**config.mk**
```make
export PLATFORM = sky130hd
export DESIGN_NAME = dvp_frame_tx
export DESIGN_NICKNAME = d
export VERILOG_FILES = /design/src/rtl/dvp_frame_tx.sv
export SDC_FILE = /design/constraint.sdc
export NUM_CORES = 1
export LEC_CHECK = 0
export ABC_AREA = 1
export BUFFER_PORTS_ARGS = -buffer_cell sky130_fd_sc_hd__buf_2
export CORE_MARGIN = 2
export CORE_UTILIZATION = 46
export CTS_BUF_LIST = sky130_fd_sc_hd__clkbuf_8
export DETAILED_ROUTE_END_ITERATION = 16
export PLACE_DENSITY_LB_ADDON = 0.05
export SETUP_SLACK_MARGIN = 0.5
export SLEW_MARGIN = 20
export SYNTH_ARGS = -nofsm -noshare
export SYNTH_HDL_FRONTEND = slang
export SYNTH_SLANG_ARGS = --single-unit
export TNS_END_PERCENT = 30
```
**constraint.sdc**
```tcl
create_clock -name pclk -period 3.59 [get_ports pclk]
set_clock_uncertainty 0.1 [all_clocks]
set_input_delay 0.718 -clock pclk [delete_from_list [all_inputs] [get_ports pclk]]
set_output_delay 0.718 -clock pclk [all_outputs]
set_load 0.01 [all_outputs]
```
**src/rtl/dvp_frame_tx.sv**
```systemverilog
// ---------------------------------------------------------------------------
// dvp_frame_tx
//   Camera-side DVP transmitter. Produces vsync / href / 8-bit YCbCr422 bytes
//   (Y0, Cb, Cr, Y1 per pixel pair) on pclk so the capture path can run
//   without a camera. Pixel pairs come from a 32-bit valid/ready word stream
//   through a one-entry hold register, or from an internal grey-bar pattern.
//
// Ports
//   pclk         byte clock, rising edge
//   reset        synchronous, active-high
//   enable       start / continue frames (sampled in IDLE and at frame end)
//   src_sel      0 = word stream, 1 = grey bars (captured at frame start)
//   word_in      {Y0, Cb, Cr, Y1}
//   word_valid   word_in valid
//   word_ready   hold register can accept a word
//   vsync        frame sync, active-high
//   href         active byte qualifier
//   data_out     byte stream, 8'h00 whenever href = 0
//   frame_start  one-cycle pulse on the first vsync cycle of a frame
//   frame_count  frames started (wraps)
//   underrun     one-cycle pulse when a stream pair starts with hold empty
// ---------------------------------------------------------------------------
module dvp_frame_tx #(
  parameter int H_ACTIVE_PAIRS = 320,
  parameter int H_BLANK        = 144,
  parameter int V_ACTIVE       = 480,
  parameter int VSYNC_LINES    = 3,
  parameter int V_BACK         = 17,
  parameter int V_FRONT        = 10,
  parameter int BAR_PAIRS      = H_ACTIVE_PAIRS / 8
) (
  input  logic        pclk,
  input  logic        reset,
  input  logic        enable,
  input  logic        src_sel,
  input  logic [31:0] word_in,
  input  logic        word_valid,
  output logic        word_ready,
  output logic        vsync,
  output logic        href,
  output logic [7:0]  data_out,
  output logic        frame_start,
  output logic [15:0] frame_count,
  output logic        underrun
);

  localparam int ACT_BYTES = 4 * H_ACTIVE_PAIRS;
  localparam int LINE_LEN  = ACT_BYTES + H_BLANK;
  localparam int HC_W      = $clog2(LINE_LEN + 1);
  localparam int V_MAX_AB  = (V_ACTIVE > V_BACK) ? V_ACTIVE : V_BACK;
  localparam int V_MAX_SF  = (VSYNC_LINES > V_FRONT) ? VSYNC_LINES : V_FRONT;
  localparam int V_MAX     = (V_MAX_AB > V_MAX_SF) ? V_MAX_AB : V_MAX_SF;
  localparam int VL_W      = $clog2(V_MAX + 1);
  localparam int BAR_STEP  = (BAR_PAIRS < 1) ? 1 : BAR_PAIRS;
  localparam int BC_W      = $clog2(BAR_STEP + 1);

  localparam logic [HC_W-1:0] HC_LAST = HC_W'(LINE_LEN - 1);
  localparam logic [HC_W-1:0] HC_ACT  = HC_W'(ACT_BYTES);
  localparam logic [BC_W-1:0] BC_LAST = BC_W'(BAR_STEP - 1);
  localparam logic [31:0]     BLACK   = 32'h10808010;

  typedef enum logic [2:0] {
    S_IDLE,
    S_VSYNC,
    S_VBACK,
    S_ACTIVE,
    S_VFRONT
  } state_t;

  // Walks forward past phases configured with zero lines.
  function automatic state_t skip_empty(input state_t s);
    state_t t;
    t = s;
    if (t == S_VSYNC  && VSYNC_LINES == 0) t = S_VBACK;
    if (t == S_VBACK  && V_BACK      == 0) t = S_ACTIVE;
    if (t == S_ACTIVE && V_ACTIVE    == 0) t = S_VFRONT;
    if (t == S_VFRONT && V_FRONT     == 0) t = S_IDLE;
    return t;
  endfunction

  function automatic logic [VL_W-1:0] last_line(input state_t s);
    int n;
    case (s)
      S_VSYNC:  n = VSYNC_LINES;
      S_VBACK:  n = V_BACK;
      S_ACTIVE: n = V_ACTIVE;
      S_VFRONT: n = V_FRONT;
      default:  n = 1;
    endcase
    return VL_W'((n > 0) ? n - 1 : 0);
  endfunction

  // The r_state/r_hcount/r_vline registers run one cycle ahead of the
  // registered outputs: they hold the position whose outputs are produced
  // on the next edge. That lookahead lets word_ready (a registered output)
  // open one cycle before each pair start. S_IDLE here also marks "frame
  // just ended", so enable is sampled on the edge right after VFRONT.
  state_t           r_state;
  logic [HC_W-1:0]  r_hcount;
  logic [VL_W-1:0]  r_vline;
  logic             r_src_pat;
  logic             r_hold_full;
  logic [31:0]      r_hold;
  logic [23:0]      r_shift;
  logic [2:0]       r_bar;
  logic [BC_W-1:0]  r_bar_cnt;
  logic             r_word_ready;
  logic             r_vsync;
  logic             r_href;
  logic [7:0]       r_data;
  logic             r_frame_start;
  logic [15:0]      r_frame_count;
  logic             r_underrun;

  logic             w_frame_begin;
  state_t           w_cur_state;
  logic [HC_W-1:0]  w_cur_hc;
  logic [VL_W-1:0]  w_cur_vl;
  state_t           w_nxt_state;
  logic [HC_W-1:0]  w_nxt_hc;
  logic [VL_W-1:0]  w_nxt_vl;
  logic             w_cur_href;
  logic             w_cur_pair;
  logic             w_nxt_pair;
  logic             w_pat;
  logic             w_xfer;
  logic             w_load;
  logic             w_hold_full_nxt;
  logic [2:0]       w_bar_cur;
  logic [BC_W-1:0]  w_cnt_cur;
  logic [2:0]       w_bar_nxt;
  logic [BC_W-1:0]  w_cnt_nxt;
  logic [7:0]       w_y;
  logic [31:0]      w_pair_word;
  logic [7:0]       w_data_nxt;
  logic [23:0]      w_shift_nxt;

  // Next-state / next-output logic.
  always_comb begin
    // NOTE: every signal driven here gets a default first, so no path can
    // leave one unassigned and infer a latch.
    w_frame_begin = (r_state == S_IDLE) && enable;
    w_cur_state   = r_state;
    w_cur_hc      = r_hcount;
    w_cur_vl      = r_vline;
    if (w_frame_begin) begin
      w_cur_state = skip_empty(S_VSYNC);
      w_cur_hc    = '0;
      w_cur_vl    = '0;
    end

    w_nxt_state = w_cur_state;
    w_nxt_hc    = w_cur_hc;
    w_nxt_vl    = w_cur_vl;
    if (w_cur_state != S_IDLE) begin
      if (w_cur_hc != HC_LAST) begin
        w_nxt_hc = w_cur_hc + 1'b1;
      end else begin
        w_nxt_hc = '0;
        if (w_cur_vl != last_line(w_cur_state)) begin
          w_nxt_vl = w_cur_vl + 1'b1;
        end else begin
          w_nxt_vl = '0;
          case (w_cur_state)
            S_VSYNC:  w_nxt_state = skip_empty(S_VBACK);
            S_VBACK:  w_nxt_state = skip_empty(S_ACTIVE);
            S_ACTIVE: w_nxt_state = skip_empty(S_VFRONT);
            default:  w_nxt_state = S_IDLE;
          endcase
        end
      end
    end

    w_cur_href = (w_cur_state == S_ACTIVE) && (w_cur_hc < HC_ACT);
    w_cur_pair = w_cur_href && (w_cur_hc[1:0] == 2'b00);
    w_nxt_pair = (w_nxt_state == S_ACTIVE) && (w_nxt_hc < HC_ACT) &&
                 (w_nxt_hc[1:0] == 2'b00);

    // Source follows src_sel live while idle and freezes once a frame runs.
    w_pat           = (r_state == S_IDLE) ? src_sel : r_src_pat;
    w_xfer          = word_valid && r_word_ready && !w_pat;
    w_load          = w_cur_pair && !w_pat;
    w_hold_full_nxt = (r_hold_full && !w_load) || w_xfer;

    // Bar counters restart at every line start.
    w_bar_cur = (w_cur_hc == '0) ? 3'd0 : r_bar;
    w_cnt_cur = (w_cur_hc == '0) ? '0 : r_bar_cnt;
    w_bar_nxt = r_bar;
    w_cnt_nxt = r_bar_cnt;
    if (w_cur_pair) begin
      if (w_cnt_cur == BC_LAST) begin
        w_cnt_nxt = '0;
        w_bar_nxt = (w_bar_cur == 3'd7) ? 3'd7 : w_bar_cur + 3'd1;
      end else begin
        w_cnt_nxt = w_cnt_cur + 1'b1;
        w_bar_nxt = w_bar_cur;
      end
    end

    w_y = 8'h10 + ({5'b0, w_bar_cur} * 8'h1C);
    if (w_pat)            w_pair_word = {w_y, 8'h80, 8'h80, w_y};
    else if (r_hold_full) w_pair_word = r_hold;
    else                  w_pair_word = BLACK;

    w_data_nxt  = 8'h00;
    w_shift_nxt = r_shift;
    if (w_cur_pair) begin
      w_data_nxt  = w_pair_word[31:24];
      w_shift_nxt = w_pair_word[23:0];
    end else if (w_cur_href) begin
      w_data_nxt  = r_shift[23:16];
      w_shift_nxt = {r_shift[15:0], 8'h00};
    end
  end

  // Control state and registered outputs.
  always_ff @(posedge pclk) begin
    // NOTE: sequential state uses non-blocking assignments only, so every
    // register samples pre-edge values regardless of statement order.
    if (reset) begin
      r_state       <= S_IDLE;
      r_hcount      <= '0;
      r_vline       <= '0;
      r_src_pat     <= 1'b0;
      r_hold_full   <= 1'b0;
      r_bar         <= 3'd0;
      r_bar_cnt     <= '0;
      r_word_ready  <= 1'b0;
      r_vsync       <= 1'b0;
      r_href        <= 1'b0;
      r_data        <= 8'h00;
      r_frame_start <= 1'b0;
      r_frame_count <= 16'h0000;
      r_underrun    <= 1'b0;
    end else begin
      r_state       <= w_nxt_state;
      r_hcount      <= w_nxt_hc;
      r_vline       <= w_nxt_vl;
      if (r_state == S_IDLE) r_src_pat <= src_sel;
      r_hold_full   <= w_hold_full_nxt;
      r_bar         <= w_bar_nxt;
      r_bar_cnt     <= w_cnt_nxt;
      r_word_ready  <= !w_pat && (!w_hold_full_nxt || w_nxt_pair);
      r_vsync       <= (w_cur_state == S_VSYNC);
      r_href        <= w_cur_href;
      r_data        <= w_data_nxt;
      r_frame_start <= w_frame_begin;
      r_frame_count <= r_frame_count + {15'd0, w_frame_begin};
      r_underrun    <= w_load && !r_hold_full;
    end
  end

  // NOTE: pure datapath registers carry no reset; they are only read when
  // r_hold_full or the line position says their contents are valid.
  always_ff @(posedge pclk) begin
    if (w_xfer) r_hold <= word_in;
    r_shift <= w_shift_nxt;
  end

  assign word_ready  = r_word_ready;
  assign vsync       = r_vsync;
  assign href        = r_href;
  assign data_out    = r_data;
  assign frame_start = r_frame_start;
  assign frame_count = r_frame_count;
  assign underrun    = r_underrun;

endmodule

```
## Word-level counts from Yosys, hierarchy flattened

Index checks and enable logic that the tools add are counted.

- Register bits after elaboration: 119
- Bits in latches: 0
- RAM bits: 0
- Bits in read-only memories: 0
- Input bits: 37
- Word-level logic and storage cells: 87
- Memories: 0

- Add/sub/neg operators: 7
- $mul: 1
- Divide/modulo/power cells: 0
- Order comparisons: 3
- Equality and inequality tests: 9
- Shifts and indexed selects: 0
- Mux-type cells: 28
- Bitwise logic cells: 0
- Reduce and logical (&&, ||, !) cells: 23

Operator list:

| cell | number |
|---|---|
| $mux W32 | 4 |
| $mux W24 | 2 |
| $mux W9 | 5 |
| $pmux W9 S4 | 1 |
| $mux W11 | 3 |
| $gt A32 B1 Y1 const B | 1 |
| $lt A11 B11 Y1 const B | 2 |
| $mux W3 | 7 |
| $add A16 B1 Y16 | 1 |
| $mux W8 | 2 |
| $mux W6 | 2 |
| $add A11 B1 Y11 const B | 1 |
| $logic_and A1 B1 Y1 | 11 |
| $logic_not A11 Y1 | 1 |
| $ne A11 B11 Y1 const B | 1 |
| $add A9 B1 Y9 const B | 1 |
| $eq A3 B2 Y1 const B | 3 |
| $ne A9 B9 Y1 | 1 |
| $pmux W3 S3 | 1 |
| $sub A9 B2 Y9 const B | 1 |
| $add A5 B8 Y8 const A | 1 |
| $add A6 B1 Y6 const B | 1 |
| $eq A3 B3 Y1 const B | 2 |
| $eq A6 B6 Y1 const B | 1 |
| 10 further kinds | 15 |

## Longest topological paths before layout

- Depth after elaboration: 18
- Mapped depth: 25
- Depth with buffers taken out: 24

## Worst setup path after synthesis

OpenSTA, ideal clock, no wires.

- Kind: in2reg
- From: input enable
- To: register r_data[6] (netlist: data_out[6])
- Setup time: 0.078 ns
- Data arrival time: 3.620 ns
- Required time: 3.412 ns
- Setup slack: -0.208 ns
- Stages on the path: 17
- Buffers on the path: 2
- Cell sequence: nand3_4 buf_2 nand2_1 ha_1 nand3_1 nor2_2 buf_6 nor2_1 fa_1 ha_1 fa_1 ha_1 xnor2_1 nand2_1 nand3_1 o21ai_0 nor3_1

- Word-level cells in the longest chain between the ends: 8
- Elaborated cells on any way between the ends: 15

Ends and longest elaborated chain:

| element | RTL line | source |
|---|---|---|
| from (decl) | 34 | `input logic enable,` |
| $logic_and A1 B1 Y1 (*) | 142 | `w_frame_begin = (r_state == S_IDLE) && enable;` |
| $mux W11 | 146 | `if (w_frame_begin) begin` |
| $logic_not A11 Y1 | 186 | `w_bar_cur = (w_cur_hc == '0) ? 3'd0 : r_bar;` |
| $mux W3 | 186 |  |
| $mul A3 B3 Y6 | 200 | `w_y = 8'h10 + ({5'b0, w_bar_cur} * 8'h1C);` |
| $add A5 B8 Y8 | 200 |  |
| $mux W32 | 201 | `if (w_pat) w_pair_word = {w_y, 8'h80, 8'h80, w_y};` |
| $mux W8 (*) | 207 | `if (w_cur_pair) begin` |
| to (signal assigned) | 246 | `r_data <= w_data_nxt;` |
| to (decl) | 110 | `logic [7:0] r_data;` |

Mark *: on every way between the ends. The rest lies on a longest branch, timed or not.
A chain may end at the register's enable or synchronous reset.

## Final worst setup path

- From: register r_state[2]
- To: register r_data[6] (netlist: data_out[6])

- Word-level cells in the longest chain between the ends: 9
- Elaborated cells on any way between the ends: 17

Ends and longest elaborated chain:

| element | RTL line | source |
|---|---|---|
| from (decl) | 98 | `state_t r_state;` |
| from (signal assigned) | 236 | `r_state <= w_nxt_state;` |
| $logic_not A3 Y1 | 142, 180 |  |
| $logic_and A1 B1 Y1 | 142 |  |
| $mux W11 | 146 |  |
| $logic_not A11 Y1 | 186 |  |
| $mux W3 | 186 |  |
| $mul A3 B3 Y6 | 200 |  |
| $add A5 B8 Y8 | 200 |  |
| $mux W32 | 201 |  |
| $mux W8 (*) | 207 |  |

Marked as above.

==> impl_metrics.toml <==
[setup_path]
worst_ep_required_time_ps = 3860
ws_path_type = "reg -> reg"
timing.critical_path.arrival_ps = 3650
timing.critical_path.from_type = "register"
cp-end-kind = "register"
timing.critical_path.fanout_max = 7

[grt]
grt_overflow = 0
grt_util_met3_pct = 5.95
grt.total_usage_pct = 20.0
grtUsageMet1_pct = 24.3
grt_start_max_net_pins = 37
grt_pass1_vias = 4323
grt_first_pass_wirelength_mm = 20.1
grt.busiest_layer = "met2"
antenna_found_initial = 0
global_route_met2_usage_pct = 33.6

[finish]
antenna-diode-count = 0
core_utilization_of_the_finished_layout_pct = 58.2
fillerInstances = 1095
area_growth_syn_to_layout_pct = 24.5
num-nets-final = 801
drive_above_1_share_pct = 27.4

[logic_synthesis]
synth_enable_flop_cells = 56
synth_top_area_cell = "edfxtp_1"
synth_register_bits = 119
seq_area_frac_synth_pct = 52.8
yosys.cell_count.top_type = "nand2_1"
synth.area.top_cells = "edfxtp_1, dfxtp_1, nand2_1"
ys_types = 42
synth_warnings = 0
top_post_synthesis_cells_by_count = "nand2_1, inv_1, nor2_1"
synth_top_cell_area_share_pct = 30.2
synth_area_mm2 = 0.00557
synth-main-ff-cell = "dfxtp_1"
syn-mean-instance-area_um2 = 8.70
synthArstFlopShare_pct = 0
mappedNetlistNets = 691
synthesis.instances = 640

[die]
ioPinCount = 66
core_region_area_mm2 = 0.0119
chipWidth_um = 114
die_y_um = 114
fp-row-count = 40
die_area_mm2 = 0.0130
start_util_pct = 46.8

[place]
port_buffers = 65
post_detailed_placement_half_perimeter_wirelength_mm = 8.43
finalWeightedCongestion = 0.859

[routing]
first_iter_violations = 266
number_of_vias_in_the_routed_layout = 4533
pre_antenna_drt_iters = 5
wirelength_mm = 12.1
avgRoutedWirePerCell_um = 13.3
vias_per_cell = 4.98
post-route-drc-count = 0
ant_nets = 0

[clock_tree]
clock-root-buffer = "clkbuf_8"
worstSkewPairLatency_ps = 450
total_cts_buffers = 17
tritoncts_clock_tree = "done"
clock_edge_transition_at_the_registers_on_the_reported_setup_and_hold_paths_ps = 70
tritoncts_num_sinks = 119
cts-htree-levels = 4
clock_path_buffers = 2

[job]
drv_cap = 0

[timing]
worst-slew-pin-transition_ps = 519
layout_worst_path_cycle_share_pct = 94.1
unrepaired_setup_endpoints_after_global_routing = "yes"
max_freq_mhz = 296
worst_slew_margin_rel_pct = 65.3
finalHoldViolCount = 0
setup_viol_count_final = 0
finalMaxSlewViolations = 0
min_period_ps = 3380

[power_and_ir_drop]
power.static_leakage_nw = 3.03
vdd_ir_drop_max_mv = 0.320
total_power_density_per_cell_area_mw_per_mm2 = 432
power.total_mw = 2.99

[min_path]
hold_path_class = "in -> reg"

[outcome]
run_status = "finished, final reports clean"
==> what timing repair did <==
action	4_1_cts	5_1_grt
hold buffers	0	0
endpoints found under the setup margin	8	22
setup buffers	4	4
hold endpoints to repair	0	0
cloned	1	0
gates resized for setup	8	38
pin swaps	6	12
==> where the power goes <==
part / internal, mW / switching, mW / leakage [nW]
clock network: 0.789 / 0.553 / 0.223
logic: 0.0807 / 0.118 / 1.77
registers: 1.44 / 0.0121 / 1.04
total: 2.31 / 0.683 / 3.03
==> final cells by class <==
class	count	area, um^2	share of cell area (%)
clock inverters	13	176	2.54
multi-input cells	422	2400	34.6
well taps	147	184	2.65
inverters	84	315	4.55
repair buffers	106	653	9.42
clock buffers	19	262	3.77
flip-flops and latches	119	2950	42.5
==> path summary, 6_finish.rpt <==
| kind | depth (start not counted) | end | slack (ps) | start |
|---|---|---|---|---|
| max | 16 | data_out[6]$_SDFF_PP0_ | 210 | r_state[2]$_SDFF_PP0_ |
| min | 1 | r_hold[24]$_DFFE_PP_ | 330 | word_in[24] |
| max reg2reg | 16 | data_out[6]$_SDFF_PP0_ | 210 | r_state[2]$_SDFF_PP0_ |
| min reg2reg | 2 | r_bar_cnt[5]$_SDFFE_PP0P_ | 370 | r_bar_cnt[5]$_SDFFE_PP0P_ |
==> logic make-up (layout without fill, tap and decap cells) <==
group | after synthesis | in the layout | share of synthesized area [%]
buffers and inverters | 100 | 222 | 7.37
DFF | 119 | 119 | 52.8
xor gates and xnor gates | 10 | 10 | 1.57
adders and majority gates | 14 | 14 | 3.41
and+or+nand+nor | 305 | 306 | 24.8
AOI/OAI and AO/OA | 92 | 92 | 9.97
==> cells in the final DEF, fill, tap and decap left out, types with 11 or more instances in the layout <==
| cell | netlist | routed |
|---|---|---|
| clkbuf_8 | 0 | 19 |
| edfxtp_1 | 56 | 56 |
| nor2_1 | 71 | 65 |
| nand3_1 | 34 | 30 |
| buf_2 | 3 | 65 |
| buf_4 | 2 | 38 |
| a22o_1 | 14 | 14 |
| nand4_1 | 11 | 11 |
| nand2_1 | 141 | 133 |
| nor3_1 | 19 | 15 |
| inv_2 | 5 | 12 |
| a21oi_1 | 40 | 40 |
| inv_1 | 78 | 72 |
| dfxtp_1 | 63 | 60 |
| o21ai_0 | 19 | 18 |
==> routing by layer <==
metal	vias to the layer above	wire (um)	part of all wire [%]
li1	2342	-	-
met1	2074	5240	43
met2	100	6150	51
met3	17	502	4.1
met4	0	226	1.9
met5	-	0	0
==> registers in the layout (all words and copies together), names as in the netlist <==
register / count
r_hold: 32
r_vline: 9
r_shift: 24
underrun: 1
r_state: 3
word_ready: 1
r_hcount: 11
frame_start: 1
href: 1
data_out: 8
r_bar_cnt: 6
r_bar: 3
frame_count: 16
vsync: 1
r_src_pat: 1
r_hold_full: 1
==> metrics by stage <==
stage	area (um^2)	TNS [ps]	setup slack [ps]	std cells	hold WS, ps
detailed placement	6260	-867	-268	869	354
finish	6930	0	212	910	334
floorplan	5600	0	38.6	640	324
global placement	6260	-699	-220	869	356
CTS	6770	0	170	906	304
global route	6930	-2.87	-2.87	910	301
==> worst max-delay path, cell delays in order (launching register included) <==
cell     delay (ps)
dfxtp_2         340
nor2_4          190
nand3_4         180
buf_4           180
a21oi_1         130
nand2_1         100
nor2_4          180
nor2_2           70
fa_1            510
ha_4            180
fa_1            480
ha_2            200
xnor2_2         110
nand2_1          80
nand3_1          80
o21ai_1          60
nor3_1          120
Power figures use the tool's default switching activity.
